### config.mk
export PLATFORM = sky130hd
export DESIGN_NAME = tinyproc_run_ctrl_flat
export DESIGN_NICKNAME = d
export VERILOG_FILES = /design/src/rtl/tinyproc_run_ctrl_if.sv /design/src/rtl/tinyproc_run_ctrl.sv /design/src/flat_wrapper.sv
export SDC_FILE = /design/constraint.sdc
export NUM_CORES = 1
export LEC_CHECK = 0
export ABC_AREA = 1
export ABC_CLOCK_PERIOD_IN_PS = 2450
export BUFFER_PORTS_ARGS = -buffer_cell sky130_fd_sc_hd__buf_2
export CAP_MARGIN = 20
export CORE_MARGIN = 10
export CORE_UTILIZATION = 30
export DETAILED_ROUTE_END_ITERATION = 12
export SYNTH_ARGS = -nofsm -noshare
export SYNTH_HDL_FRONTEND = slang
export SYNTH_SLANG_ARGS = --single-unit
### constraint.sdc
create_clock -name clk -period 2.45 [get_ports clk]
set_input_delay 0.6125 -clock clk [delete_from_list [all_inputs] [get_ports clk]]
set_output_delay 0.6125 -clock clk [all_outputs]
set_load 0.005 [all_outputs]
### src/rtl/tinyproc_run_ctrl_if.sv
// Host command port of the tinyproc run/debug controller.
//   cmd_valid  host -> ctrl  command present
//   cmd_ready  ctrl -> host  command taken when cmd_valid && cmd_ready at posedge
//   cmd_op     host -> ctrl  0 NOP,1 LOAD_ADDR,2 LOAD_WORD,3 RUN,4 STEP,5 HALT,6 SET_BP,7 RESET_CPU
//   cmd_data   host -> ctrl  address in [ADDR_W-1:0] or a full instruction word
//   cmd_err    ctrl -> host  one-cycle pulse: the taken command was illegal in that state
// master = host/loader side, slave = controller side.
interface tinyproc_run_ctrl_if #(
  parameter int INSTR_W = 10
);
  logic               cmd_valid;
  logic               cmd_ready;
  logic [2:0]         cmd_op;
  logic [INSTR_W-1:0] cmd_data;
  logic               cmd_err;

  modport master (output cmd_valid, cmd_op, cmd_data, input cmd_ready, cmd_err);
  modport slave  (input cmd_valid, cmd_op, cmd_data, output cmd_ready, cmd_err);
endinterface

### src/rtl/tinyproc_run_ctrl.sv
// Run/debug controller for the 8-bit accumulator core. Loads program memory
// from host commands, gates the core clock enable (halt / run / single step),
// pulses the core reset and counts executed cycles (saturating).
// Ports:
//   clk, reset_n          clock, synchronous active-low reset
//   cmd                   host command port (tinyproc_run_ctrl_if.slave)
//   pm_we/pm_addr/pm_wdata program memory write port (registered)
//   cpu_ip                core's next-to-execute address
//   cpu_en                core clock enable (combinational from state/breakpoint)
//   cpu_rst_n             core reset, active low (registered)
//   state                 0 HALT, 1 RUN, 2 STEP, 3 RESET
//   bp_hit                sticky: last entry to HALT was caused by the breakpoint
//   cycles                saturating count of cycles with cpu_en=1
// Build option: define TINYPROC_BREAKPOINT_EN to add the single address
// breakpoint; without it SET_BP is rejected with cmd_err and bp_hit stays 0.
module tinyproc_run_ctrl #(
  parameter int ADDR_W  = 8,
  parameter int INSTR_W = 10,
  parameter int CYC_W   = 16,
  parameter int RST_CYC = 2
) (
  input  logic                clk,
  input  logic                reset_n,
  tinyproc_run_ctrl_if.slave  cmd,
  output logic                pm_we,
  output logic [ADDR_W-1:0]   pm_addr,
  output logic [INSTR_W-1:0]  pm_wdata,
  input  logic [ADDR_W-1:0]   cpu_ip,
  output logic                cpu_en,
  output logic                cpu_rst_n,
  output logic [1:0]          state,
  output logic                bp_hit,
  output logic [CYC_W-1:0]    cycles
);

  localparam logic [2:0] OP_LOAD_ADDR = 3'd1;
  localparam logic [2:0] OP_LOAD_WORD = 3'd2;
  localparam logic [2:0] OP_RUN       = 3'd3;
  localparam logic [2:0] OP_STEP      = 3'd4;
  localparam logic [2:0] OP_HALT      = 3'd5;
  localparam logic [2:0] OP_SET_BP    = 3'd6;
  localparam logic [2:0] OP_RESET_CPU = 3'd7;

  localparam int RC_W = (RST_CYC > 1) ? $clog2(RST_CYC) : 1;

  typedef enum logic [1:0] {
    ST_HALT  = 2'd0,
    ST_RUN   = 2'd1,
    ST_STEP  = 2'd2,
    ST_RESET = 2'd3
  } state_t;

  function automatic logic [CYC_W-1:0] sat_inc(input logic [CYC_W-1:0] v);
    return (&v) ? v : v + 1'b1;
  endfunction

  state_t             state_q, state_d;
  logic               cmd_ready_q, cmd_ready_d;
  logic               cmd_err_q, cmd_err_d;
  logic               pm_we_q, pm_we_d;
  logic [ADDR_W-1:0]  pm_addr_q, pm_addr_d;
  logic [INSTR_W-1:0] pm_wdata_q, pm_wdata_d;
  logic [ADDR_W-1:0]  ptr_q, ptr_d;
  logic               cpu_rst_n_q, cpu_rst_n_d;
  logic               bp_hit_q, bp_hit_d;
  logic [CYC_W-1:0]   cycles_q, cycles_d;
  logic [RC_W-1:0]    rst_cnt_q, rst_cnt_d;
  logic               acc;
  logic               bp_stop;

`ifdef TINYPROC_BREAKPOINT_EN
  logic               bp_valid_q, bp_valid_d;
  logic [ADDR_W-1:0]  bp_addr_q, bp_addr_d;
  logic               first_run_q, first_run_d;
`else
  logic               unused_cpu_ip;
  assign unused_cpu_ip = ^cpu_ip;
`endif

  always_comb begin
    bp_stop = 1'b0;
`ifdef TINYPROC_BREAKPOINT_EN
    // The first RUN cycle skips the compare so RUN can leave a breakpoint address.
    bp_stop = (state_q == ST_RUN) && bp_valid_q && !first_run_q && (cpu_ip == bp_addr_q);
    bp_valid_d = bp_valid_q;
    bp_addr_d  = bp_addr_q;
`endif
    cpu_en = (state_q == ST_STEP) || ((state_q == ST_RUN) && !bp_stop);
    acc    = cmd.cmd_valid && cmd_ready_q;

    state_d    = state_q;
    cmd_err_d  = 1'b0;
    pm_we_d    = 1'b0;
    pm_addr_d  = pm_addr_q;
    pm_wdata_d = pm_wdata_q;
    ptr_d      = ptr_q;
    bp_hit_d   = bp_hit_q;
    rst_cnt_d  = rst_cnt_q;
    cycles_d   = cpu_en ? sat_inc(cycles_q) : cycles_q;

    case (state_q)
      ST_HALT: begin
        if (acc) begin
          case (cmd.cmd_op)
            OP_LOAD_ADDR: ptr_d = cmd.cmd_data[ADDR_W-1:0];
            OP_LOAD_WORD: begin
              pm_we_d    = 1'b1;
              pm_addr_d  = ptr_q;
              pm_wdata_d = cmd.cmd_data;
              ptr_d      = ptr_q + 1'b1;
            end
            OP_RUN: begin
              state_d  = ST_RUN;
              bp_hit_d = 1'b0;
            end
            OP_STEP: begin
              state_d  = ST_STEP;
              bp_hit_d = 1'b0;
            end
            default: ;
          endcase
        end
      end
      ST_RUN: begin
        if (bp_stop) begin
          state_d  = ST_HALT;
          bp_hit_d = 1'b1;
        end
        if (acc) begin
          case (cmd.cmd_op)
            OP_LOAD_ADDR, OP_LOAD_WORD, OP_STEP: cmd_err_d = 1'b1;
            OP_HALT: state_d = ST_HALT;
            default: ;
          endcase
        end
      end
      ST_STEP: state_d = ST_HALT;
      ST_RESET: begin
        if (rst_cnt_q == '0) state_d = ST_HALT;
        else                 rst_cnt_d = rst_cnt_q - 1'b1;
      end
      default: state_d = ST_HALT;
    endcase

    // SET_BP and RESET_CPU behave the same in both accepting states.
    if (acc && (cmd.cmd_op == OP_SET_BP)) begin
`ifdef TINYPROC_BREAKPOINT_EN
      bp_valid_d = 1'b1;
      bp_addr_d  = cmd.cmd_data[ADDR_W-1:0];
`else
      cmd_err_d  = 1'b1;
`endif
    end
    if (acc && (cmd.cmd_op == OP_RESET_CPU)) begin
      state_d   = ST_RESET;
      rst_cnt_d = RC_W'(RST_CYC - 1);
      cycles_d  = '0;
      bp_hit_d  = 1'b0;
    end

`ifdef TINYPROC_BREAKPOINT_EN
    first_run_d = (state_d == ST_RUN) && (state_q != ST_RUN);
`endif
    // Ready and core reset are registered from the next state so they line up with it.
    cmd_ready_d = (state_d == ST_HALT) || (state_d == ST_RUN);
    cpu_rst_n_d = (state_d != ST_RESET);
  end

  always_ff @(posedge clk) begin
    if (!reset_n) begin
      state_q     <= ST_HALT;
      cmd_ready_q <= 1'b0;
      cmd_err_q   <= 1'b0;
      pm_we_q     <= 1'b0;
      pm_addr_q   <= '0;
      pm_wdata_q  <= '0;
      ptr_q       <= '0;
      cpu_rst_n_q <= 1'b0;
      bp_hit_q    <= 1'b0;
      cycles_q    <= '0;
      rst_cnt_q   <= '0;
`ifdef TINYPROC_BREAKPOINT_EN
      bp_valid_q  <= 1'b0;
      bp_addr_q   <= '0;
      first_run_q <= 1'b0;
`endif
    end else begin
      state_q     <= state_d;
      cmd_ready_q <= cmd_ready_d;
      cmd_err_q   <= cmd_err_d;
      pm_we_q     <= pm_we_d;
      pm_addr_q   <= pm_addr_d;
      pm_wdata_q  <= pm_wdata_d;
      ptr_q       <= ptr_d;
      cpu_rst_n_q <= cpu_rst_n_d;
      bp_hit_q    <= bp_hit_d;
      cycles_q    <= cycles_d;
      rst_cnt_q   <= rst_cnt_d;
`ifdef TINYPROC_BREAKPOINT_EN
      bp_valid_q  <= bp_valid_d;
      bp_addr_q   <= bp_addr_d;
      first_run_q <= first_run_d;
`endif
    end
  end

  assign cmd.cmd_ready = cmd_ready_q;
  assign cmd.cmd_err   = cmd_err_q;
  assign pm_we         = pm_we_q;
  assign pm_addr       = pm_addr_q;
  assign pm_wdata      = pm_wdata_q;
  assign cpu_rst_n     = cpu_rst_n_q;
  assign state         = state_q;
  assign bp_hit        = bp_hit_q;
  assign cycles        = cycles_q;

endmodule

### src/flat_wrapper.sv
// flat-port wrapper written by rule: the top's interface ports become plain ports
module tinyproc_run_ctrl_flat 
#(
  parameter int ADDR_W  = 8,
  parameter int INSTR_W = 10,
  parameter int CYC_W   = 16,
  parameter int RST_CYC = 2
)
  (clk, reset_n, pm_we, pm_addr, pm_wdata, cpu_ip, cpu_en, cpu_rst_n, state, bp_hit, cycles, cmd_cmd_valid, cmd_cmd_op, cmd_cmd_data, cmd_cmd_ready, cmd_cmd_err);
  tinyproc_run_ctrl_if #(.INSTR_W(INSTR_W)) cmd_i ();
  input  logic clk;
  input  logic reset_n;
  output logic pm_we;
  output logic [ADDR_W-1:0] pm_addr;
  output logic [INSTR_W-1:0] pm_wdata;
  input  logic [ADDR_W-1:0] cpu_ip;
  output logic cpu_en;
  output logic cpu_rst_n;
  output logic [1:0] state;
  output logic bp_hit;
  output logic [CYC_W-1:0] cycles;
  input wire logic [$bits(cmd_i.cmd_valid)-1:0] cmd_cmd_valid;
  input wire logic [$bits(cmd_i.cmd_op)-1:0] cmd_cmd_op;
  input wire logic [$bits(cmd_i.cmd_data)-1:0] cmd_cmd_data;
  output wire logic [$bits(cmd_i.cmd_ready)-1:0] cmd_cmd_ready;
  output wire logic [$bits(cmd_i.cmd_err)-1:0] cmd_cmd_err;
  assign cmd_i.cmd_valid = cmd_cmd_valid;
  assign cmd_i.cmd_op = cmd_cmd_op;
  assign cmd_i.cmd_data = cmd_cmd_data;
  assign cmd_cmd_ready = cmd_i.cmd_ready;
  assign cmd_cmd_err = cmd_i.cmd_err;
  tinyproc_run_ctrl #(.ADDR_W(ADDR_W), .INSTR_W(INSTR_W), .CYC_W(CYC_W), .RST_CYC(RST_CYC)) u_core (.clk(clk), .reset_n(reset_n), .cmd(cmd_i), .pm_we(pm_we), .pm_addr(pm_addr), .pm_wdata(pm_wdata), .cpu_ip(cpu_ip), .cpu_en(cpu_en), .cpu_rst_n(cpu_rst_n), .state(state), .bp_hit(bp_hit), .cycles(cycles));
endmodule
Word level (Yosys, flattened, before mapping)

Cells that the tools add are included.

Bits of input ports: 24
Word-level logic and storage cells: 59
Output and inout bits: 42
Latch bits: 0
Memory bits (writable): 0
Register bits after elaboration: 49
Bits in read-only memories: 0
Memories: 0

Multipliers: 0
Reductions and logical operators: 16
Shift-type cells: 0
Bitwise logic cells: 2
$add $sub $neg: 3
Equal/unequal tests: 12
Multiplexer cells: 16
Div/mod/pow operators: 0
Magnitude comparators: 0

Operators with widths:

| cell                    | count |
|---|---|
| $add A16 B1 Y16 const B | 1 |
| $pmux W8 S2             | 1 |
| $reduce_and A16 Y1      | 1 |
| $eq A3 B3 Y1 const B    | 4 |
| $mux W2                 | 5 |
| $reduce_and A3 Y1       | 3 |
| $add A8 B1 Y8 const B   | 1 |
| $mux W1                 | 8 |
| $pmux W2 S4             | 1 |
| $eq A3 B2 Y1 const B    | 2 |
| $eq A2 B1 Y1 const B    | 2 |
| $eq A2 B2 Y1 const B    | 2 |
| $logic_not A2 Y1        | 2 |
| $pmux W2 S2             | 1 |
| $reduce_bool A2 Y1      | 2 |
| $eq A3 B1 Y1 const B    | 1 |
| $logic_and A1 B1 Y1     | 3 |
| $reduce_or A3 Y1        | 1 |
| $logic_or A1 B1 Y1      | 2 |
| $ne A2 B2 Y1 const B    | 1 |
| $not A1 Y1              | 2 |
| $reduce_and A2 Y1       | 1 |
| $reduce_or A2 Y1        | 1 |
| $sub A1 B1 Y1 const B   | 1 |

Longest topological paths before layout

Depth after elaboration: 7
Depth in mapped cells: 9
Depth with buffers taken out: 9

Worst setup path before layout

Ideal clock, no wire load.

Path type: reg2reg
Start: register u_core.cycles_q[0] (netlist: u_core.cycles[0])
End: register u_core.cycles_q[4] (netlist: u_core.cycles[4])
Arrival: 1.452 ns
Path slack: 0.876 ns
Library setup time: 0.122 ns
Period minus slack after synthesis: 1.574 ns
Stages on the path, launching flop included: 10
Buffers on the path: 1
Cell sequence: dfxtp_1 -> ha_1 -> inv_1 -> nor2_4 -> nand2_4 -> o21ai_4 -> inv_2 -> buf_6 -> nand2_1 -> a21oi_2

Longest elaborated chain between the ends: 3
Elaborated cells on any way between the ends: 4
Those cells by class: add/sub: 1; bitwise: 1; reduce/logical: 2

Ends and longest elaborated chain:

| what                                                    | line                     | text |
|---|---|---|
| start: declaration                                      | tinyproc_run_ctrl.sv:66  | `logic [CYC_W-1:0] cycles_q, cycles_d;` |
| start signal: assignment                                | tinyproc_run_ctrl.sv:197 | `cycles_q <= cycles_d;` |
| branches (longest 3 deep; another with $add A16 B1 Y16) | n/a                      |  |

Several ways; the timed one is not identified.
A chain may end at the register's enable or synchronous reset.

Worst setup path after layout

Start: register u_core.state_q[0] (netlist: u_core.state[0])
End: output port cpu_en

Longest elaborated chain between the ends: 2
Elaborated cells on any way between the ends: 3
Those cells by class: eq/ne: 2; reduce/logical: 1

Ends and longest elaborated chain:

| what                                                | line                     | text |
|---|---|---|
| start: declaration                                  | tinyproc_run_ctrl.sv:57  | `state_t state_q, state_d;` |
| start signal: assignment                            | tinyproc_run_ctrl.sv:188 | `state_q <= state_d;` |
| $eq A2 B2 Y1 / $eq A2 B1 Y1 (equally long branches) | tinyproc_run_ctrl.sv:88  | `cpu_en = (state_q == ST_STEP) \|\| ((state_q == ST_RUN) && !bp_stop);` |
| $logic_or A1 B1 Y1 *                                | tinyproc_run_ctrl.sv:88  |  |
| end: declaration                                    | flat_wrapper.sv:17       | `output logic cpu_en;` |

Every way passes the cells marked *; elsewhere a longest branch is shown, timed or not.

==> results <==
- The run finished with clean final reports.
- The count of buffers inserted at the top-level ports is 56.
- For this configuration, the core starts out at a cell density of 0.306.
- Sorting the synthesized cells by area gives the leading types as dfxtp_1, nand2_1, o21ai_0.
- For this block, the initial DRC count from the detailed router was 58.
- Entering global routing, the biggest net connects 32 pins.
- The critical path starts at u_core.state[0].
- The die outline area is 12400 sq um.
- The boundary pin count is 66.
- The clock arrives with 0.00898 ns of skew.
- The number of global-route vias before repair is 2297.
- The number of antenna repair diodes is 0.
- The post-CTS setup-driven buffer insertion count is 0.
- The detailed-router iteration count before antenna repair is 5.
- The share of the synthesized area in the top cell type is 0.392.
- The largest driver fanout on the critical path is 5.
- The residual antenna-violating net count after detailed routing is 0.
- The flop and latch count out of synthesis is 49.
- In this run the deepest clock path goes through 2 buffers.
- The max-cap violation count is 0.
- For this run, the total global-route usage over all layers was measured as 0.101.
- The logic depth of the worst register-to-register path is 8.
- The path category of the worst min-delay check is flop to flop.
- By startpoint and endpoint, the worst setup path is classified as flop to primary output.
- The routed design could run at a clock period as short as 1.96 ns.
- Counting the fill cells in the layout gives 907.
- The buffer cell driving the clock tree root is clkbuf_8.
- When the netlist entered floorplanning its net count stood at 395.
- The final max-slew violation count is 0.
- The gate count after technology mapping is 365.
- Adding up every negative setup slack in the final design gives 0 ns.
- The clock sink count is 49.
- The H-tree was split into 2 levels.
- The smallest hold slack is 0.472 ns.
- Buffers inserted during clock tree synthesis total 5.
- The biggest area consumer among synthesized cells is dfxtp_1.
- The average detailed-routed wire length per instance is 12.0 um.
- The number of placement rows is 33.
- Post-CTS repair changed the size of 0 cells.
- The reg-to-reg critical path startpoint is u_core.cycles[1].
- After clock tree synthesis, the clock-pin slew on the worst setup and hold paths is 0.09 ns.
- Of the available clock period, the critical path in the final layout requires 0.799.
- Setup repair after global routing left no endpoint under its margin.
- The total core area is 8180 sq um.
- In the final layout, the share of cells above drive strength 1 is 0.206.
- The register cell area after layout is 981 sq um.
- The global placer's final weighted congestion is 0.794.
- The multi-input gate area in the final layout is 1300 sq um.
- In this run the power density over the cells is 517 nW/um^2.
- The synthesized netlist occupies a cell area of 2500 sq um.
- The number of warning messages in the yosys log is 0.
- The die is 111 um tall.
- The TritonCTS clock tree is built.
- The worst setup path is captured at a primary output.
- Using the TritonRoute via totals, the vias-per-cell ratio works out to 4.58.
- After the last flow step, the layout net total stands at 451.
- The start point of the worst hold path is u_core.rst_cnt_q.
- The clock latency of the later-clocked register in the worst-skew pair is 0.31 ns.
- The number of vias in the routed layout is 2415.
- The endpoint required time on the critical path is 1.84 ns.
- The number of setup violations in the final report is 0.
- The worst setup path is launched from a flop.
- The sequential element share of the synthesized area is 0.392.
- For this run, the top clock speed supported by timing is 511 MHz.
- The number of antenna violations at the first check in global routing was 0.
- The number of hold buffers added after CTS is 0.
- The post-placement setup slack is 0.559 ns.
- The first global-routing pass estimated 11.0 mm of wire.
- The hold-critical path depth is 2.
- The final number of hold-violating endpoints came to 0.
- The worst slew margin relative to its limit is 0.641.
- The total wire length is 6.34 mm.
- Summed over all layers, the global routing overflow is 0.
- The area overhead of the layout relative to synthesis is 20.0%.
- The horizontal die dimension is 111 um.
- The distinct cell type count of the synthesized netlist is 29.
- After layout, the worst setup slack is 0.492 ns.
- The average instance area after synthesis is 6.86 sq um.
- For the pin with the worst max-slew slack, the measured transition is 0.536 ns.
- The DRC violations left is 0.
- The largest voltage drop on the vdd net is 0.197 mV.
- The cell leakage power is 1.36 nW.
- The wire-length estimate of the detail-placed layout is 4.76 mm.
- The worst path arrival time is 1.35 ns.
[metrics by stage]
| stage | area, sq um | instances | utilization | power, mW |
|---|---|---|---|---|
| 2_1_floorplan | 2500 | 365 | - | 0.930 |
| 3_3_place_gp | 2890 | 519 | 0.353 | 0.977 |
| 3_5_place_dp | 2890 | 519 | 0.353 | 0.980 |
| 4_1_cts | 3000 | 527 | 0.367 | 1.58 |
| 5_1_grt | 3000 | 527 | 0.367 | 1.63 |
| 6_report | 3000 | 527 | 0.367 | 1.55 |
[cell usage after synthesis (all sizes together)]
cell,instances
conb,1
xnor2,4
a21oi,37
inv,40
o21ai,33
o211ai,1
clkinv,1
nand3,20
dfxtp,49
buf,8
nor2,42
a31oi,1
ha,6
nand4,6
clkbuf,3
xor2,4
nor3,3
nand2,106
[state kept, by name, indices dropped and copies added (netlist names)]
name / cells
u_core.cycles: 16
u_core.pm_wdata: 10
u_core.pm_addr: 8
u_core.ptr_q: 8
u_core.state: 2
u_core.cmd.cmd_err: 1
u_core.cmd.cmd_ready: 1
u_core.cpu_rst_n: 1
u_core.pm_we: 1
u_core.rst_cnt_q: 1
[placed cells by master, fill, tap and decap left out, types with 2 or more instances in the layout]
cell type / n
xnor2_1: 4
a21oi_2: 10
clkbuf_8: 5
xor2_1: 4
ha_1: 6
nor3_1: 2
nand2_1: 102
buf_4: 3
a21oi_1: 27
o21ai_0: 32
dfxtp_1: 49
inv_1: 39
nand3_1: 20
buf_2: 56
nand4_1: 6
nor2_1: 40
nand2_2: 3
[area by class of cell]
class                           count  share of cell area
Clock inverter                      3              0.0154
Timing Repair Buffer               60               0.107
Tap cell                          105              0.0437
Sequential cell                    49               0.327
Inverter                           41              0.0512
Clock buffer                        5              0.0229
Multi-Input combinational cell    264               0.433
[power by group]
group / switching (mW) / internal (mW) / leakage, nW / total [mW]
sequential: 0.0119 / 0.813 / 0.397 / 0.825
combinational: 0.0865 / 0.0478 / 0.910 / 0.134
clock: 0.289 / 0.306 / 0.0543 / 0.595
[critical path: stages, from the launching register on]
cell	delay, ns
dfxtp_1	0.42
inv_1	0.10
ha_1	0.36
buf_2	0.16
[kinds of logic after synthesis]
kind of cell | after synthesis | synth area share
AOI/OAI and AO/OA | 72 | 0.165
xor gates and xnor gates | 8 | 0.0280
adders and majority gates | 6 | 0.0300
buffers and inverters | 52 | 0.0885
DFF | 49 | 0.392
other | 1 | 0.00150
and+or+nand+nor | 177 | 0.295
[metal layers]
layer  up-vias  track usage  routed length [um]
met5         -            0                   0
met3         8       0.0349                 419
met2        61        0.157                2820
met4         0       0.0283                  70
met1      1070        0.130                3030
li1       1276            -                   -
[path summary, 6_finish.rpt]
path	end	slack, ns
setup reg to reg	u_core.cycles[4]	0.61
hold / removal	u_core.rst_cnt_q	0.47
hold reg to reg	u_core.rst_cnt_q	0.47
setup / recovery	cpu_en	0.49
Note: power is estimated with default switching activity, not from simulation.
